[src/rtl/i2c_transfer_sequencer_if.sv]
// Command, byte-stream and engine-side signals of the I2C transfer sequencer.
// slave = sequencer view; master = sensor control FSM plus bit engine view.
interface i2c_transfer_sequencer_if;
    logic        cmd_valid;
    logic        cmd_ready;
    logic        cmd_is_read;
    logic [6:0]  cmd_slave_address;
    logic [15:0] cmd_register_address;
    logic [16:0] cmd_nb_of_bytes;
    logic [7:0]  wr_data;
    logic        wr_valid;
    logic        wr_ready;
    logic [7:0]  rd_data;
    logic        rd_valid;
    logic        done;
    logic [1:0]  error;
    logic        ent_start;
    logic        ent_is_read;
    logic        ent_reset;
    logic [6:0]  ent_slave_address;
    logic [15:0] ent_register_address;
    logic [16:0] ent_nb_of_bytes;
    logic [7:0]  ent_data_in;
    logic        ent_ready;
    logic [7:0]  ent_data_out;

    modport slave (
        input  cmd_valid, cmd_is_read, cmd_slave_address, cmd_register_address, cmd_nb_of_bytes,
        input  wr_data, wr_valid, ent_ready, ent_data_out,
        output cmd_ready, wr_ready, rd_data, rd_valid, done, error,
        output ent_start, ent_is_read, ent_reset, ent_slave_address, ent_register_address,
        output ent_nb_of_bytes, ent_data_in
    );

    modport master (
        output cmd_valid, cmd_is_read, cmd_slave_address, cmd_register_address, cmd_nb_of_bytes,
        output wr_data, wr_valid, ent_ready, ent_data_out,
        input  cmd_ready, wr_ready, rd_data, rd_valid, done, error,
        input  ent_start, ent_is_read, ent_reset, ent_slave_address, ent_register_address,
        input  ent_nb_of_bytes, ent_data_in
    );
endinterface

[src/rtl/i2c_transfer_sequencer.sv]
// Command-level front end for the I2C bit engine: start pulses, write streaming, read capture.
// Define I2C_SEQ_WATCHDOG_EN to abort stalled XFER/DRAIN phases after WDT_CYCLES.
module i2c_transfer_sequencer #(
    parameter int ADDR_PHASE_CYCLES = 36,
    parameter int WDT_CYCLES        = 64
) (
    input  logic                    clock,
    input  logic                    reset,
    i2c_transfer_sequencer_if.slave bus
);
`ifdef I2C_SEQ_WATCHDOG_EN
    localparam bit WDT_EN = 1'b1;
`else
    localparam bit WDT_EN = 1'b0;
`endif
    localparam int CNT_MAX = (ADDR_PHASE_CYCLES > WDT_CYCLES) ? ADDR_PHASE_CYCLES : WDT_CYCLES;
    localparam int CNT_W   = $clog2(CNT_MAX + 1);

    typedef enum logic [3:0] {IDLE, FETCH, ADDR, AWAIT, XSTART, XFER, DRAIN, ABORT, DONE} state_t;
    state_t state, next_state;

    logic             run_q, ready_d, bc, fall, accept, nb_zero, wdt_expire;
    logic [CNT_W-1:0] cnt;
    logic             is_read_q, rd_valid_q;
    logic [6:0]       sa_q;
    logic [15:0]      ra_q;
    logic [16:0]      nb_q;
    logic [7:0]       data_in_q, rd_data_q;
    logic [1:0]       error_q;
    logic             cmd_ready_c, wr_ready_c, start_c, done_c, ent_reset_c;

    // The engine holds ready as a level; only its edges mark byte completion / return to idle.
    assign bc         = bus.ent_ready & ~ready_d;
    assign fall       = ~bus.ent_ready & ready_d;
    assign nb_zero    = (nb_q == '0);
    assign accept     = bus.cmd_valid & cmd_ready_c;
    assign wdt_expire = WDT_EN && (cnt == CNT_W'(WDT_CYCLES - 1));

    always_ff @(posedge clock or negedge reset) begin
        if (!reset) state <= IDLE;
        else        state <= next_state;
    end

    always_comb begin
        next_state = state;
        case (state)
            IDLE:    if (accept) next_state = bus.cmd_is_read ? ADDR : FETCH;
            FETCH:   if (bus.wr_valid) next_state = XSTART;
            ADDR:    next_state = AWAIT;
            AWAIT:   if (cnt == CNT_W'(ADDR_PHASE_CYCLES - 1)) next_state = XSTART;
            XSTART:  next_state = XFER;
            XFER:    if (bc && nb_zero) next_state = DRAIN;
                     else if (!bc && wdt_expire) next_state = ABORT;
            DRAIN:   if (fall) next_state = DONE;
                     else if (wdt_expire) next_state = ABORT;
            ABORT:   next_state = DONE;
            DONE:    next_state = IDLE;
            default: next_state = IDLE;
        endcase
    end

    always_comb begin
        cmd_ready_c = 1'b0;
        wr_ready_c  = 1'b0;
        start_c     = 1'b0;
        done_c      = 1'b0;
        ent_reset_c = 1'b0;
        case (state)
            IDLE:         cmd_ready_c = run_q;
            FETCH:        wr_ready_c  = 1'b1;
            ADDR, XSTART: start_c     = 1'b1;
            XFER:         wr_ready_c  = bc & ~is_read_q & ~nb_zero;
            ABORT:        ent_reset_c = WDT_EN;
            DONE:         done_c      = 1'b1;
            default:      ;
        endcase
    end

    // Shared counter: address-phase gap in AWAIT, stall watchdog in XFER/DRAIN.
    always_ff @(posedge clock or negedge reset) begin
        if (!reset) begin
            cnt     <= '0;
            ready_d <= 1'b0;
            run_q   <= 1'b0;
        end else begin
            ready_d <= bus.ent_ready;
            run_q   <= 1'b1;
            if (state != next_state || bc) cnt <= '0;
            else                           cnt <= cnt + CNT_W'(1);
        end
    end

    always_ff @(posedge clock or negedge reset) begin
        if (!reset) begin
            is_read_q  <= 1'b0;
            sa_q       <= '0;
            ra_q       <= '0;
            nb_q       <= '0;
            data_in_q  <= '0;
            rd_data_q  <= '0;
            rd_valid_q <= 1'b0;
            error_q    <= '0;
        end else begin
            rd_valid_q <= 1'b0;
            if (accept) begin
                is_read_q <= bus.cmd_is_read;
                sa_q      <= bus.cmd_slave_address;
                ra_q      <= bus.cmd_register_address;
                nb_q      <= bus.cmd_nb_of_bytes;
                error_q   <= '0;
            end
            if (state == FETCH && bus.wr_valid) data_in_q <= bus.wr_data;
            // ent_data_in must change in the ack cycle itself; the engine shifts it 2 cycles later.
            if (state == XFER && bc) begin
                if (!nb_zero) begin
                    nb_q <= nb_q - 17'd1;
                    if (!is_read_q) begin
                        if (bus.wr_valid) data_in_q <= bus.wr_data;
                        else begin
                            data_in_q  <= 8'hFF;
                            error_q[0] <= 1'b1;
                        end
                    end
                end
                if (is_read_q) begin
                    rd_data_q  <= bus.ent_data_out;
                    rd_valid_q <= 1'b1;
                end
            end
            if (state == ABORT && WDT_EN) error_q[1] <= 1'b1;
        end
    end

    assign bus.cmd_ready            = cmd_ready_c;
    assign bus.wr_ready             = wr_ready_c;
    assign bus.rd_data              = rd_data_q;
    assign bus.rd_valid             = rd_valid_q;
    assign bus.done                 = done_c;
    assign bus.error                = error_q;
    assign bus.ent_start            = start_c;
    assign bus.ent_is_read          = is_read_q;
    assign bus.ent_reset            = ent_reset_c;
    assign bus.ent_slave_address    = sa_q;
    assign bus.ent_register_address = ra_q;
    assign bus.ent_nb_of_bytes      = nb_q;
    assign bus.ent_data_in          = data_in_q;
endmodule
[src/flat_wrapper.sv]
// flat-port wrapper written by rule: the top's interface ports become plain ports
module i2c_transfer_sequencer_flat 
#(
    parameter int ADDR_PHASE_CYCLES = 36,
    parameter int WDT_CYCLES        = 64
)
  (clock, reset, bus_cmd_valid, bus_cmd_is_read, bus_cmd_slave_address, bus_cmd_register_address, bus_cmd_nb_of_bytes, bus_wr_data, bus_wr_valid, bus_ent_ready, bus_ent_data_out, bus_cmd_ready, bus_wr_ready, bus_rd_data, bus_rd_valid, bus_done, bus_error, bus_ent_start, bus_ent_is_read, bus_ent_reset, bus_ent_slave_address, bus_ent_register_address, bus_ent_nb_of_bytes, bus_ent_data_in);
  i2c_transfer_sequencer_if bus_i ();
  input  logic clock;
  input  logic reset;
  input wire logic [$bits(bus_i.cmd_valid)-1:0] bus_cmd_valid;
  input wire logic [$bits(bus_i.cmd_is_read)-1:0] bus_cmd_is_read;
  input wire logic [$bits(bus_i.cmd_slave_address)-1:0] bus_cmd_slave_address;
  input wire logic [$bits(bus_i.cmd_register_address)-1:0] bus_cmd_register_address;
  input wire logic [$bits(bus_i.cmd_nb_of_bytes)-1:0] bus_cmd_nb_of_bytes;
  input wire logic [$bits(bus_i.wr_data)-1:0] bus_wr_data;
  input wire logic [$bits(bus_i.wr_valid)-1:0] bus_wr_valid;
  input wire logic [$bits(bus_i.ent_ready)-1:0] bus_ent_ready;
  input wire logic [$bits(bus_i.ent_data_out)-1:0] bus_ent_data_out;
  output wire logic [$bits(bus_i.cmd_ready)-1:0] bus_cmd_ready;
  output wire logic [$bits(bus_i.wr_ready)-1:0] bus_wr_ready;
  output wire logic [$bits(bus_i.rd_data)-1:0] bus_rd_data;
  output wire logic [$bits(bus_i.rd_valid)-1:0] bus_rd_valid;
  output wire logic [$bits(bus_i.done)-1:0] bus_done;
  output wire logic [$bits(bus_i.error)-1:0] bus_error;
  output wire logic [$bits(bus_i.ent_start)-1:0] bus_ent_start;
  output wire logic [$bits(bus_i.ent_is_read)-1:0] bus_ent_is_read;
  output wire logic [$bits(bus_i.ent_reset)-1:0] bus_ent_reset;
  output wire logic [$bits(bus_i.ent_slave_address)-1:0] bus_ent_slave_address;
  output wire logic [$bits(bus_i.ent_register_address)-1:0] bus_ent_register_address;
  output wire logic [$bits(bus_i.ent_nb_of_bytes)-1:0] bus_ent_nb_of_bytes;
  output wire logic [$bits(bus_i.ent_data_in)-1:0] bus_ent_data_in;
  assign bus_i.cmd_valid = bus_cmd_valid;
  assign bus_i.cmd_is_read = bus_cmd_is_read;
  assign bus_i.cmd_slave_address = bus_cmd_slave_address;
  assign bus_i.cmd_register_address = bus_cmd_register_address;
  assign bus_i.cmd_nb_of_bytes = bus_cmd_nb_of_bytes;
  assign bus_i.wr_data = bus_wr_data;
  assign bus_i.wr_valid = bus_wr_valid;
  assign bus_i.ent_ready = bus_ent_ready;
  assign bus_i.ent_data_out = bus_ent_data_out;
  assign bus_cmd_ready = bus_i.cmd_ready;
  assign bus_wr_ready = bus_i.wr_ready;
  assign bus_rd_data = bus_i.rd_data;
  assign bus_rd_valid = bus_i.rd_valid;
  assign bus_done = bus_i.done;
  assign bus_error = bus_i.error;
  assign bus_ent_start = bus_i.ent_start;
  assign bus_ent_is_read = bus_i.ent_is_read;
  assign bus_ent_reset = bus_i.ent_reset;
  assign bus_ent_slave_address = bus_i.ent_slave_address;
  assign bus_ent_register_address = bus_i.ent_register_address;
  assign bus_ent_nb_of_bytes = bus_i.ent_nb_of_bytes;
  assign bus_ent_data_in = bus_i.ent_data_in;
  i2c_transfer_sequencer #(.ADDR_PHASE_CYCLES(ADDR_PHASE_CYCLES), .WDT_CYCLES(WDT_CYCLES)) u_core (.clock(clock), .reset(reset), .bus(bus_i));
endmodule
[config.mk]
export PLATFORM = sky130hd
export DESIGN_NAME = i2c_transfer_sequencer_flat
export DESIGN_NICKNAME = d
export VERILOG_FILES = /design/src/rtl/i2c_transfer_sequencer_if.sv /design/src/rtl/i2c_transfer_sequencer.sv /design/src/flat_wrapper.sv
export SDC_FILE = /design/constraint.sdc
export NUM_CORES = 1
export LEC_CHECK = 0
export ABC_AREA = 1
export BUFFER_PORTS_ARGS = -buffer_cell sky130_fd_sc_hd__clkbuf_2
export CAP_MARGIN = 5
export CORE_ASPECT_RATIO = 0.5
export CORE_MARGIN = 2
export CORE_UTILIZATION = 50
export DETAILED_ROUTE_END_ITERATION = 10
export PLACE_DENSITY_LB_ADDON = 0.3
export SLEW_MARGIN = 10
export SYNTH_ARGS = -nofsm -noshare
export SYNTH_HDL_FRONTEND = slang
export SYNTH_SLANG_ARGS = --single-unit
export TNS_END_PERCENT = 50
[constraint.sdc]
create_clock -name clock -period 4.4 [get_ports clock]
set_input_delay 0.44 -clock clock [delete_from_list [all_inputs] [get_ports clock]]
set_output_delay 0.44 -clock clock [all_outputs]
set_load 0.01 [all_outputs]
### Yosys cells after proc, flatten, opt, wreduce, memory -nomap -nowiden

Cells that the tools add are included.

* memories kept: 0
* bits in writable memories: 0
* flip-flop bits (word level): 72
* output and inout bits: 65
* bits in latches: 0
* memory bits (read-only): 0

* equality and inequality tests: 10
* shifts and indexed selects: 0
* $mul: 0
* bitwise logic cells: 9
* mux-type cells: 27
* add/subtract/negate cells: 2
* order comparisons: 0
* reduce and logical (&&, ||, !) cells: 8
* div/mod/pow operators: 0

Operator list (number)
* 17-bit two-way mux: 3
* 8-bit two-way mux: 5
* 4-bit one-hot mux with 8 select lines: 1
* 4-bit two-way mux: 5
* 17-bit zero test: 1
* 17-bit by 1-bit subtractor with 17-bit output (second input constant): 1
* 4-bit by 3-bit == test with 1-bit output (second input constant): 4
* 1-bit two-way mux: 10
* 4-bit by 2-bit == test with 1-bit output (second input constant): 2
* 7-bit by 1-bit adder with 7-bit output (second input constant): 1
* 7-bit by 6-bit == test with 1-bit output (second input constant): 1
* 7-bit two-way mux: 1
* 1-bit bitwise AND: 5
* 4-bit by 1-bit == test with 1-bit output (second input constant): 1
* 4-bit == test (second input constant): 1
* 4-bit zero test: 1
* 4-bit != test: 1
* 1-bit NOT: 4
* 1-bit logical AND: 3
* 2-bit two-way mux: 1
* 1-bit one-hot mux with 2 select lines: 1
* 2-bit AND reduction: 1
* 2-bit OR reduction: 1
* 1-bit logical OR: 1

### Logic depth before layout (Yosys ltp)

* word-level depth: 8
* gate-level depth with buffers: 13

### Least setup slack after synthesis

Ideal clock, no wire load.

* path type: reg-to-output
* from: register u_core.nb_q[0], in the netlist u_core.bus.ent_nb_of_bytes[0]
* to: output port bus_wr_ready
* buffers on the path: 1
* cell stages (with the launch flop): 11
* arrival: 1.484 ns
* setup slack: 2.476 ns
* cell sequence: dfrtp_1 -> inv_1 -> ha_1 -> inv_1 -> nor2_1 -> nand2_1 -> nor2_1 -> nand2_1 -> nand2_4 -> buf_2 -> o21ai_0

* word-level cells in the longest chain between the ends: 4

RTL lines
* start, declared: line i2c_transfer_sequencer.sv:27 `logic [16:0] nb_q;`
* start signal, assigned: line i2c_transfer_sequencer.sv:109 `nb_q <= bus.cmd_nb_of_bytes;`
* start signal, assigned: line i2c_transfer_sequencer.sv:116 `nb_q <= nb_q - 17'd1;`
* 17-bit zero test: line i2c_transfer_sequencer.sv:35 `assign nb_zero = (nb_q == '0);`
* 1-bit NOT: line i2c_transfer_sequencer.sv:72 `XFER: wr_ready_c = bc & ~is_read_q & ~nb_zero;`
* 1-bit bitwise AND: line i2c_transfer_sequencer.sv:72
* 1-bit one-hot mux with 2 select lines: line i2c_transfer_sequencer.sv:68 `case (state)`
* end, declared: line flat_wrapper.sv:21 `output wire logic [$bits(bus_i.wr_ready)-1:0] bus_wr_ready;`

Every way passes these cells.

### Worst setup path after layout

Same ends and word-level chain as after synthesis.

==> reports/results.ini <==
[critical_path]
r2r_start = u_core.state[2]
crit_path_end_kind = output pin
ff2ff_path_depth = 7
cp.buffers_inverters = 3
setup.worst_path.class = register to output pin
path_cells = inv_1 > ha_1 > inv_1 > nor2_1 > nand2_1 > nor2_1 > nand2_1 > nand2_4 > o21ai_0 > clkbuf_2
cp-start-kind = register
r2r_slack_ps = 2210
crit_family = simple AND/OR/NAND/NOR gates
slowest_stage = dfrtp_1
cp_max_fo = 23
max_stage_delay_ps = 420
worstReg2RegEnd = u_core.bus.ent_nb_of_bytes[14]
worstPathRequired_ps = 3960
arrival_ps = 2000

[detailed_routing]
ant_nets = 0
drc_errors = 0
first_pass_iters = 4
viasPerCell = 4.91
detail_route.wirelength_um = 8800
wl_per_cell_um = 12.5
drtIter0Drc = 255
vias = 3461

[timing]
timing.hold.ws_ps = 178
hold_viol_final = 0
drv_slew = 0
setup_violations = 0
finClkSkew_ps = 6.60
fin_crit_sh_pct = 55.4
timing.setup.tns_ps = 0
setup_ws_ps = 1960
tightest_slew_ps = 757
timing.fmax_mhz = 410
layout_min_cycle_time_ps = 2440
slew_headroom_pct = 49.5
rsz0062_at_grt = no

[placement]
hpwl_um = 6340
gp_congestion = 0.924
place_ws_ps = 2200
io_buffers = 124

[flow_run]
cap_violations = 0

[logic_synthesis]
postSynth.asyncResetShare_pct = 100
yosysWarnings = 0
synth_common_cells = 162 x nand2_1, 72 x dfrtp_1, 63 x nor2_1
synth_most_common_cell = nand2_1
synth_edf_count = 0
synth_top_area_cell = dfrtp_1
synthCells = 485
synth_cell_types = 35
netlist_top_cells_area = dfrtp_1 49%, nand2_1 17%, nor2_1 6.4%
syn_avg_cell_area_um2 = 7.57
yosys.area.top_type_share_pct = 49.1
synth_seq_cells = 72
ys_seq_area_share_pct = 49.1
ys.flop_type = dfrtp_1
syn_area_um2 = 3670

[die]
start_util_pct = 50.9
ios = 127
die_area_um2 = 8080
core-area_um2 = 7210
die_height_um = 64.6
die_w_um = 125
rows = 22

[clocking]
cts-resized-gates = 0
cts_tree = done
cts_max_level = 3
clockRootBuffer = clkbuf_16
clock_latency_ps = 330
post_cts_buffers = 0
cts_max_path_buffers = 2
path_clk_slew_ps = 60
cts.hold.buffers_added = 0
cts_buffers = 9
clock_sinks = 72

[power_and_ir_drop]
ir_worst_vdd_mv = 0.348
finalPower_uw = 3240
p_per_area_nw_per_um2 = 698
power_leakage_uw = 0.00260

[worst_hold_path]
holdCritPathClass = primary input to async pin

[grt]
grt_max_degree = 43
grt_pass1_vias = 3067
grt_pass1_wl_um = 14500
overflow = 0
grt_usage_pct = 22.9
antenna_found_initial = 0

[outcome]
status = finished, final reports clean

[finish]
antenna_cells = 0
area_growth_pct = 26.6
drive_gt1_share_pct = 24.8
layout.nets = 671
filler_cell_count = 680

-- worst max-delay path by stage --
| stage | slack (ps) | depth (start not counted) | end | start |
|---|---|---|---|---|
| 2_1_floorplan | 2480 | 10 | bus_wr_ready | u_core.bus.ent_nb_of_bytes[0] |
| 3_3_place_gp | 2260 | 7 | u_core.bus.ent_nb_of_bytes[14] | u_core.state[2] |
| 3_5_place_dp | 2200 | 7 | u_core.bus.ent_nb_of_bytes[14] | u_core.state[2] |
| 4_1_cts | 1940 | 10 | bus_wr_ready | u_core.bus.ent_nb_of_bytes[0] |
| 5_1_grt | 1790 | 10 | bus_wr_ready | u_core.bus.ent_nb_of_bytes[0] |
| 6_report | 1960 | 10 | bus_wr_ready | u_core.bus.ent_nb_of_bytes[0] |
-- layout make-up --
cell class              count  area (µm²)  share of cell area, %
repair buffers            126         636                   13.7
clock inverters             3        67.6                   1.45
multi-input cells         345        1580                   34.1
clock buffers              11         243                   5.23
flip-flops and latches     72        1800                   38.8
well taps                  96         120                   2.59
inverters                  52         195                   4.20
-- registers in the layout (all words and copies together), names as in the netlist --
signal and flops:
u_core.bus.ent_data_in 8, u_core.bus.ent_is_read 1, u_core.bus.ent_nb_of_bytes 17, u_core.bus.ent_register_address 16, u_core.bus.ent_slave_address 7, u_core.bus.error 1
u_core.bus.rd_data 8, u_core.bus.rd_valid 1, u_core.cnt 7, u_core.ready_d 1, u_core.run_q 1, u_core.state 4
-- cell usage in the layout, fill, tap and decap left out, drive strengths merged, types with 3 or more instances in the layout --
cell	netlist	final
clkbuf	6	134
buf	11	3
nand3	25	25
a22oi	3	3
inv	51	51
conb	2	3
a21oi	13	13
nand2	165	165
nand4	3	3
o22ai	3	3
o21ai	38	38
dfrtp	72	72
ha	3	3
xor2	7	7
nor2	68	68
-- kinds of logic (layout without fill, tap and decap cells) --
family	count (synthesis)	in the layout	synth area share [%]
AOI/OAI and AO/OA	64	64	9.48
xor gates and xnor gates	9	9	2.15
adders and majority gates	3	3	1.02
buffers and inverters	69	192	7.91
DFF	72	72	49.1
other	2	3	0.205
and+or+nand+nor	266	266	30.1
-- metrics by stage --
stage	util (%)	cells	area [µm²]
after floorplan	-	486	3670
after global placement	60.1	691	4330
after detailed placement	60.1	691	4330
after CTS	64.4	705	4640
after global routing	64.4	705	4640
final	64.4	705	4640
-- layer usage --
layer / vias up / track usage [%] / routed length [µm]
li1: 1758 / - / -
met1: 1581 / 30.3 / 4110
met2: 113 / 35.3 / 3950
met3: 9 / 8.67 / 629
met4: 0 / 6.94 / 104
met5: - / 0 / 0
-- report_power, final --
part,switching (µW),internal [µW]
sequential,242,948
clock,263,505
combinational,777,504
Note: power is estimated with default switching activity, not from simulation.
